File: config.mk
export PLATFORM = sky130hd
export DESIGN_NAME = instr_sequencer
export DESIGN_NICKNAME = d
export VERILOG_FILES = /design/src/rtl/instr_sequencer_pkg.sv /design/src/rtl/instr_sequencer_regfile.sv /design/src/rtl/instr_sequencer.sv
export SDC_FILE = /design/constraint.sdc
export NUM_CORES = 2
export LEC_CHECK = 0
export CAP_MARGIN = 20
export CORE_ASPECT_RATIO = 1.25
export CORE_MARGIN = 2
export CORE_UTILIZATION = 62
export CTS_CLUSTER_DIAMETER = 150
export DETAILED_ROUTE_END_ITERATION = 8
export PLACE_DENSITY_LB_ADDON = 0.15
export REMOVE_ABC_BUFFERS = 1
export SYNTH_ARGS = -nofsm -noshare
export SYNTH_HDL_FRONTEND = slang
export SYNTH_SLANG_ARGS = --single-unit
File: constraint.sdc
create_clock -name clk_i -period 4.39 [get_ports clk_i]
set_clock_uncertainty 0.1 [all_clocks]
set_input_delay 0.878 -clock clk_i [delete_from_list [all_inputs] [get_ports clk_i]]
set_output_delay 0.878 -clock clk_i [all_outputs]
set_load 0.05 [all_outputs]
File: src/rtl/instr_sequencer_pkg.sv
// Shared definitions for the instruction sequencer: opcodes, FSM states and
// the instruction word layout.
package instr_sequencer_pkg;

    localparam logic [2:0] OP_ADD   = 3'b000;
    localparam logic [2:0] OP_SUB   = 3'b001;
    localparam logic [2:0] OP_AND   = 3'b010;
    localparam logic [2:0] OP_OR    = 3'b011;
    localparam logic [2:0] OP_ADDST = 3'b100;

    typedef enum logic [2:0] {
        ST_IDLE,
        ST_FETCH,
        ST_ISSUE,
        ST_WAIT_RES,
        ST_HALT
    } state_e;

    localparam int unsigned OPC_LSB  = 29;
    localparam int unsigned RD_LSB   = 25;
    localparam int unsigned RA_LSB   = 21;
    localparam int unsigned RB_LSB   = 17;
    localparam int unsigned ADDR_LSB = 9;
    localparam int unsigned WB_BIT   = 8;
    localparam int unsigned HALT_BIT = 7;

    // Field order matches the bit positions above, MSB first.
    typedef struct packed {
        logic [2:0] opcode;
        logic [3:0] rd;
        logic [3:0] ra;
        logic [3:0] rb;
        logic [7:0] addr;
        logic       wb_en;
        logic       halt;
        logic [6:0] rsvd;
    } instr_t;

endpackage

File: src/rtl/instr_sequencer_regfile.sv
// 16x32 operand register file: two asynchronous read ports, one write port
// where ALU write-back wins over an external write.
module seq_regfile (
    input  logic        clk_i,
    input  logic        rst_ni,
    input  logic [3:0]  ra_i,
    input  logic [3:0]  rb_i,
    output logic [31:0] a_o,
    output logic [31:0] b_o,
    input  logic        wb_we_i,
    input  logic [3:0]  wb_addr_i,
    input  logic [31:0] wb_data_i,
    input  logic        ext_we_i,
    input  logic [3:0]  ext_addr_i,
    input  logic [31:0] ext_data_i
);

    logic [31:0] mem_q [16];

    always_ff @(posedge clk_i or negedge rst_ni) begin
        if (!rst_ni) begin
            for (int i = 0; i < 16; i++) begin
                mem_q[i] <= '0;
            end
        end else if (wb_we_i) begin
            mem_q[wb_addr_i] <= wb_data_i;
        end else if (ext_we_i) begin
            mem_q[ext_addr_i] <= ext_data_i;
        end
    end

    assign a_o = mem_q[ra_i];
    assign b_o = mem_q[rb_i];

endmodule

File: src/rtl/instr_sequencer.sv
// Issue stage: fetches from a loadable instruction memory, reads operands and
// hands opcode/A/B/addr to the ALU stage, with optional result write-back.
module instr_sequencer
    import instr_sequencer_pkg::*;
#(
    parameter int unsigned IMEM_DEPTH = 64,
    parameter int unsigned IADDR_W    = $clog2(IMEM_DEPTH)
) (
    input  logic               clk_i,
    input  logic               rst_ni,
    input  logic               load_en_i,
    input  logic [IADDR_W-1:0] load_addr_i,
    input  logic [31:0]        load_data_i,
    input  logic               rf_we_i,
    input  logic [3:0]         rf_waddr_i,
    input  logic [31:0]        rf_wdata_i,
    input  logic               start_i,
    output logic [2:0]         opcode_o,
    output logic [31:0]        a_o,
    output logic [31:0]        b_o,
    output logic [7:0]         addr_o,
    output logic               issue_valid_o,
    input  logic               issue_ready_i,
    input  logic [31:0]        result_in_i,
    input  logic               result_valid_i,
    output logic [IADDR_W-1:0] pc_o,
    output logic               busy_o,
    output logic               halted_o
);

    logic [31:0]        imem [IMEM_DEPTH];
    state_e             state_q, state_d;
    logic [IADDR_W-1:0] pc_q, pc_d;
    logic [2:0]         opcode_q;
    logic [31:0]        a_q, b_q;
    logic [7:0]         addr_q;
    logic [3:0]         rd_q;
    logic               wb_q, halt_q;
    instr_t             fetch_word;
    logic [31:0]        rf_a, rf_b;
    logic               idle_like, wb_fire;
    logic [6:0]         unused_rsvd;

    assign idle_like   = (state_q == ST_IDLE) || (state_q == ST_HALT);
    assign wb_fire     = (state_q == ST_WAIT_RES) && result_valid_i;
    assign fetch_word  = instr_t'(imem[pc_q]);
    assign unused_rsvd = fetch_word.rsvd;

    // No reset on imem: contents survive a reset.
    always_ff @(posedge clk_i) begin
        if (load_en_i && idle_like) begin
            imem[load_addr_i] <= load_data_i;
        end
    end

    seq_regfile u_regfile (
        .clk_i      (clk_i),
        .rst_ni     (rst_ni),
        .ra_i       (fetch_word.ra),
        .rb_i       (fetch_word.rb),
        .a_o        (rf_a),
        .b_o        (rf_b),
        .wb_we_i    (wb_fire),
        .wb_addr_i  (rd_q),
        .wb_data_i  (result_in_i),
        .ext_we_i   (rf_we_i && idle_like),
        .ext_addr_i (rf_waddr_i),
        .ext_data_i (rf_wdata_i)
    );

    always_comb begin
        state_d = state_q;
        pc_d    = pc_q;
        case (state_q)
            ST_IDLE, ST_HALT: begin
                if (start_i) begin
                    state_d = ST_FETCH;
                    pc_d    = '0;
                end
            end
            ST_FETCH: state_d = ST_ISSUE;
            ST_ISSUE: begin
                if (issue_ready_i) begin
                    if (wb_q) begin
                        state_d = ST_WAIT_RES;
                    end else if (halt_q) begin
                        state_d = ST_HALT;
                    end else begin
                        state_d = ST_FETCH;
                        pc_d    = pc_q + IADDR_W'(1);
                    end
                end
            end
            ST_WAIT_RES: begin
                if (result_valid_i) begin
                    if (halt_q) begin
                        state_d = ST_HALT;
                    end else begin
                        state_d = ST_FETCH;
                        pc_d    = pc_q + IADDR_W'(1);
                    end
                end
            end
            default: state_d = ST_IDLE;
        endcase
    end

    // Issue fields are captured at the end of FETCH and held until the next one.
    always_ff @(posedge clk_i or negedge rst_ni) begin
        if (!rst_ni) begin
            state_q  <= ST_IDLE;
            pc_q     <= '0;
            opcode_q <= '0;
            a_q      <= '0;
            b_q      <= '0;
            addr_q   <= '0;
            rd_q     <= '0;
            wb_q     <= 1'b0;
            halt_q   <= 1'b0;
        end else begin
            state_q <= state_d;
            pc_q    <= pc_d;
            if (state_q == ST_FETCH) begin
                opcode_q <= fetch_word.opcode;
                a_q      <= rf_a;
                b_q      <= rf_b;
                addr_q   <= fetch_word.addr;
                rd_q     <= fetch_word.rd;
                wb_q     <= fetch_word.wb_en;
                halt_q   <= fetch_word.halt;
            end
        end
    end

    assign opcode_o      = opcode_q;
    assign a_o           = a_q;
    assign b_o           = b_q;
    assign addr_o        = addr_q;
    assign pc_o          = pc_q;
    assign issue_valid_o = (state_q == ST_ISSUE);
    assign busy_o        = (state_q == ST_FETCH) || (state_q == ST_ISSUE) ||
                           (state_q == ST_WAIT_RES);
    assign halted_o      = (state_q == ST_HALT);

endmodule

### Word-level counts from Yosys, hierarchy flattened

Memories as Yosys holds them, arrays and structs flattened.
Cells that the tools add are included.

| word-level totals | value |
|---|---|
| register bits after elaboration | 602 |
| memory bits (writable) | 2048 |
| input port bits | 113 |
| word-level logic and storage cells | 87 |
| memories kept | 1 |

Memory list:

| memory | depth | width | read ports | clocked after Yosys merged registers in | write ports | line | RTL |
|---|---|---|---|---|---|---|---|
| imem | 64 | 32 | 1 | 0 | 1 | instr_sequencer.sv:31 | `logic [31:0] imem [IMEM_DEPTH];` |

| operators by class | value |
|---|---|
| $add $sub $neg | 1 |
| magnitude comparators | 6 |
| equality and inequality tests | 8 |
| mux-type cells | 28 |
| bitwise logic cells | 4 |
| reduce and logical (&&, ||, !) cells | 14 |

Operators with widths:

| cell | count |
|---|---|
| $bwmux 512 | 2 |
| $mux 512 | 2 |
| $bmux 32 s4 | 2 |
| $demux 32 s4 | 2 |
| $mux 32 | 6 |
| $mux 6 | 5 |
| $ge 5x5->1 const B | 4 |
| $not 4->5 | 4 |
| $pmux 6 s3 | 1 |
| $mux 3 | 5 |
| $pmux 3 s4 | 1 |
| $lt 5x1->1 const B | 2 |
| $add 6x1->6 const B | 1 |
| $eq 3x2->1 const B | 2 |
| $ne 2x2->1 const B | 3 |
| $logic_and 1x1->1 | 5 |
| $reduce_and 5->1 | 1 |
| $eq 3x1->1 const B | 1 |
| $eq 3x3->1 const B | 1 |
| $logic_not 3->1 | 1 |
| $logic_or 1x1->1 | 3 |
| $reduce_and 3->1 | 1 |
| $reduce_bool 3->1 | 1 |
| $mux 1 | 2 |
| 3 further kinds | 3 |

### Logic depth before layout (Yosys ltp)

| depth | value |
|---|---|
| depth after elaboration | 8 |
| mapped depth | 17 |

### Hierarchy

A second synthesis with hierarchy kept.

| unflattened totals | value |
|---|---|
| cell total of the unflattened synthesis | 6359 |
| area total of the unflattened synthesis | 99193.9 um^2 |

By module, submodules not included:

| module | instances | cells an instance | area each (um^2) |
|---|---|---|---|
| instr_sequencer | 1 | 3100 | 65024.9 |
| seq_regfile | 1 | 3259 | 34169.0 |

### Worst setup path before layout

Ideal clock, no wire load.

| timing path | value |
|---|---|
| path kind | reg2reg |
| from | register pc_q[1] (netlist: pc_o[1]) |
| to | register addr_q[7] (netlist: addr_o[7]) |
| setup time | 0.118 ns |
| data arrival time | 3.561 ns |
| data required time | 4.172 ns |
| slack | 0.611 ns |
| cell stages (with the launch flop) | 12 |
| buffers on the path | 6 |
| clock period less this slack | 3.779 ns |
| path through | dfrtp_1 buf_4 buf_2 buf_2 buf_2 clkbuf_1 buf_1 mux4_2 mux4_2 mux4_2 nand2_1 nand2_1 |

| between the ends | value |
|---|---|
| cells in the longest elaborated chain, start to end | 1 |

Ends and longest elaborated chain:

| item | line | RTL |
|---|---|---|
| start, declared | instr_sequencer.sv:33 | `logic [IADDR_W-1:0] pc_q, pc_d;` |
| start signal, assigned | instr_sequencer.sv:122 | `pc_q <= pc_d;` |
| $mem_v2 64x32 | - |  |
| end signal, assigned | instr_sequencer.sv:127 | `addr_q <= fetch_word.addr;` |
| end, declared | instr_sequencer.sv:36 | `logic [7:0] addr_q;` |

No other way between the ends.
A chain may end at the register's enable or synchronous reset.

### Worst setup path after layout

| timing path | value |
|---|---|
| from | register pc_q[0] (netlist: pc_o[0]) |
| to | register b_q[0] (netlist: b_o[0]) |

| between the ends | value |
|---|---|
| cells in the longest elaborated chain, start to end | 5 |

Ends and longest elaborated chain:

| item | line | RTL |
|---|---|---|
| $mem_v2 64x32 | - |  |
| $not 4->5 (not written as such) | instr_sequencer_regfile.sv:33 | `assign b_o = mem_q[rb_i];` |
| $bmux 32 s4 | instr_sequencer_regfile.sv:33 |  |
| $mux 32 (not written as such) (2 in a row) | instr_sequencer_regfile.sv:33 |  |
| end signal, assigned | instr_sequencer.sv:126 | `b_q <= rf_b;` |
| end, declared | instr_sequencer.sv:35 | `logic [31:0] a_q, b_q;` |

No other way between the ends. The select of a mux whose other input is x is not followed.

==> flow_summary_export.csv <==
group,metric,value,unit
worst_setup_path,timing.reg2reg.setup_slack,0.15,ns
cts,clock_tree_from_tritoncts,"yes",
power_and_ir_drop,power_per_cell_area,631.5,nW/um^2
die,ports,197,
cts,worst_skew_pair_later_pin_latency,0.88,ns
power_and_ir_drop,power.ir.vdd_worst,0.6774,mV
timing,final-setup-viol-count,0,
timing,postLayoutSetupSlackWorst,0.1539,ns
power_and_ir_drop,power.sequential.fraction,39.9,%
synth,netlist_top_cells_area,"edfxtp_1 51%, dfrtp_1 16%, mux4_2 11%",
timing,maxClockFrequency,236.1,MHz
cts,cts-resized-gates,0,
routing,dr.pass1.iters,9,
routing,via_count,62594,
placed_design,worst_slack_at_placement,0.2724,ns
routing,initialDrtViolationCount,9963,
cts,clkSlewWorstSetupHoldPaths,0.07,ns
die,chipWidth,352.2,um
routing,wire_per_inst,34.85,um
timing,timing.final.crit_share,96.49,%
flow_run,max_cap_viols,0,
worst_setup_path,worstSetupEndpointType,"register",
cts,root_buffer,"clkbuf_16",
synth,synthFlopType,"edfxtp_1",
die,placeableCoreArea,150400,um^2
final_layout,final_layout_size_suffix_gt1_share,20.19,%
global_routing,pin_count_of_the_biggest_net_entering_global_routing,98,
placed_design,place.port_buffers,189,
power_and_ir_drop,power_total,67.66,mW
synth,ys.warnings.count,0,
global_routing,grt_pass1_wl,431800,um
final_layout,syn2layout_area_growth,14.04,%
synth,syn_avg_cell_area,14.93,um^2
routing,vias_per_cell,7.240,
routing,detail_route.wirelength,301300,um
final_layout,final_nets,6568,
placed_design,place_hpwl,167100,um
timing,unrepaired_setup_endpoints_after_global_routing,"no",
synth,synthDominantAreaCellType,"edfxtp_1",
worst_setup_path,worstSetupStartpointType,"register",
synth,synth.top_cell.area_share,51.14,%
power_and_ir_drop,logic_gate_share_of_total_power,33.3,%
global_routing,globalRouteOverflowTotal,0,
synth,number_of_different_library_cells_in_the_post_synthesis_netlist,64,
global_routing,grtUsageTotal,39.01,%
power_and_ir_drop,power.static_leakage,37.22,nW
routing,route.antenna.remaining_nets,0,
power_and_ir_drop,power.switching,23.70,mW
synth,syn_inst,6293,
timing,slew_of_the_pin_with_the_lowest_slew_margin,1.182,ns
power_and_ir_drop,p_int,43.96,mW
cts,numClockSinks,2202,
cts,cts_inserted_buffers,205,
worst_setup_path,worst-setup-path-type,"register to register",
worst_setup_path,arrival,4.89,ns
die,die-height,439.2,um
timing,timing.final.max_slew_violations,0,
power_and_ir_drop,p_sw_share,35.03,%
cts,clock_tree.htree_level_count,4,
synth,synth-edff-count,1600,
synth,synth_area,93960,um^2
status,run_status,"completed",
worst_setup_path,cp_data_required_time,5.04,ns
timing,timing.final.hold_violations,0,
global_routing,antenna_found_initial,20,
final_layout,utilization,71.24,%
worst_setup_path,critical_path_peak_fanout,37,
die,start_util,62.47,%
die,die_area,154700,um^2
routing,post-route-drc-count,0,
power_and_ir_drop,clockPowerShare,26.8,%
global_routing,first_global_vias,62349,
placed_design,place.gp.congestion,0.9380,
timing,min_period,4.236,ns
synth,synth.ff_latch_count,2202,
die,rows,159,
cts,cts_setup_buffers,0,
timing,relSlewSlack,20.98,%
synth,ys_seq_area_share,67.17,%
cts,clock_path_buffers,3,
hold_path,timing.hold.worst.class,"input port to register",
synth,asyncSetResetFlopFracSynth,27.34,%
-- sequential cells by signal, indices dropped and copies added, names as in the netlist, 3 cells and up --
name	flops
u_regfile.mem_q	512
imem	1600
rd_q	4
pc_o	6
addr_o	8
a_o	32
opcode_o	3
state_q	3
b_o	32
-- worst max-delay path: stages, from the launching register on --
cell,delay (ns)
dfrtp_4,0.59
buf_12,0.32
mux4_2,0.57
a22o_1,0.26
a211oi_1,0.19
a31o_2,0.24
mux2i_4,0.11
nor2_4,0.93
buf_12,0.31
a22oi_1,0.11
a32oi_1,0.24
o21ai_1,0.09
-- synthesized netlist by cell type (all sizes together) (4+ instances only) --
master and number:
and3 10, mux4 464, nand2b 9, a21oi 54
o211ai 16, and2 8, clkbuf 334, o2111ai 5
nand4 66, nand3b 4, nor2b 15, nor3 10
o21ai 395, nor2 150, edfxtp 1600, a22oi 556
o22ai 50, dfrtp 602, a221o 31, mux2i 224
nand3 242, a31oi 67, a32oi 62, buf 222
a22o 5, mux2 83, nand2 963
-- through the flow --
stage | std cells | setup TNS, ns | hold slack (ns) | cell area, um^2
after floorplan | 5736 | -1728.23 | 0.3621 | 91500
after CTS | 8618 | 0 | 0.3790 | 106800
after global placement | 8240 | 0 | 0.3621 | 99900
after global routing | 8636 | 0 | 0.2106 | 107100
after detailed placement | 8242 | 0 | 0.3656 | 99940
final | 8646 | 0 | 0.2238 | 107100
-- cell families (layout without fill, tap and decap cells) --
logic type	count (synthesis)	after routing	synth area share (%)
buf+inv	560	890	2.625
simple gates	1490	1490	6.676
compound gates	1265	1265	8.973
other cells	0	11	0
mux	771	771	14.51
xor+xnor	4	4	0.03729
fa+ha+maj	1	1	0.01331
flops	2202	2202	67.17
-- cells in the final DEF (no fill, tap or decap), types with 66 or more instances in the layout --
master / Yosys / final
buf_12: 0 / 87
dfrtp_1: 602 / 597
nand3_1: 242 / 241
a22oi_1: 556 / 556
edfxtp_1: 1600 / 1600
clkdlybuf4s50_1: 0 / 163
buf_4: 37 / 232
mux4_2: 464 / 464
o21ai_0: 363 / 363
nand4_1: 66 / 66
clkbuf_16: 0 / 209
mux2i_1: 223 / 222
mux2_2: 82 / 80
nor2_4: 0 / 86
nand2_1: 963 / 959
-- layout make-up --
type	count	area, um^2
Sequential cell	2202	63130
Fill cell	9585	43250
Multi-Input combinational cell	3531	29320
Clock buffer	252	5522
Timing Repair Buffer	511	5320
Tap cell	2012	2517
Clock inverter	124	1301
Antenna cell	11	27.53
Inverter	3	11.26
-- per-layer routing --
| layer | vias to the layer above | routed length (um) | GRT usage [%] |
|---|---|---|---|
| met2 | 4921 | 142700 | 61.93 |
| met1 | 31352 | 99290 | 47.59 |
| met3 | 1384 | 34400 | 9.365 |
| met5 | - | 114 | 0 |
| li1 | 24919 | - | - |
| met4 | 18 | 24820 | 27.50 |
-- worst paths after layout --
path / startpoint / to / depth (start not counted)
setup / recovery: pc_o[0]$_DFFE_PN0P_ / b_o[0]$_DFFE_PN0P_ / 11
hold reg to reg: a_o[11]$_DFFE_PN0P_ / a_o[11]$_DFFE_PN0P_ / 2
min in group asynchronous: rst_ni / b_o[31]$_DFFE_PN0P_ / 2
max in group asynchronous: rst_ni / u_regfile.mem_q[72]$_DFFE_PN0P_ / 4
hold / removal: load_data_i[31] / imem[3][31]$_DFFE_PP_ / 1
setup reg to reg: pc_o[0]$_DFFE_PN0P_ / b_o[0]$_DFFE_PN0P_ / 11
-- power groups by stage --
| stage | clock [mW] | sequential, mW | combinational, mW |
|---|---|---|---|
| finish | 18.1 | 27.0 | 22.5 |
| global route | 19.0 | 27.2 | 23.6 |
| CTS | 18.3 | 26.9 | 22.1 |
| detailed placement | 0 | 27.2 | 21.9 |
| global placement | 0 | 27.2 | 21.6 |
| floorplan | 0 | 28.2 | 12.0 |
-- timing repair --
action | CTS | global route
hold buffers | 1 | 0
endpoints found under the hold margin | 17 | 0
setup endpoints to repair | 1 | 0
Note: power is estimated with default switching activity, not from simulation.
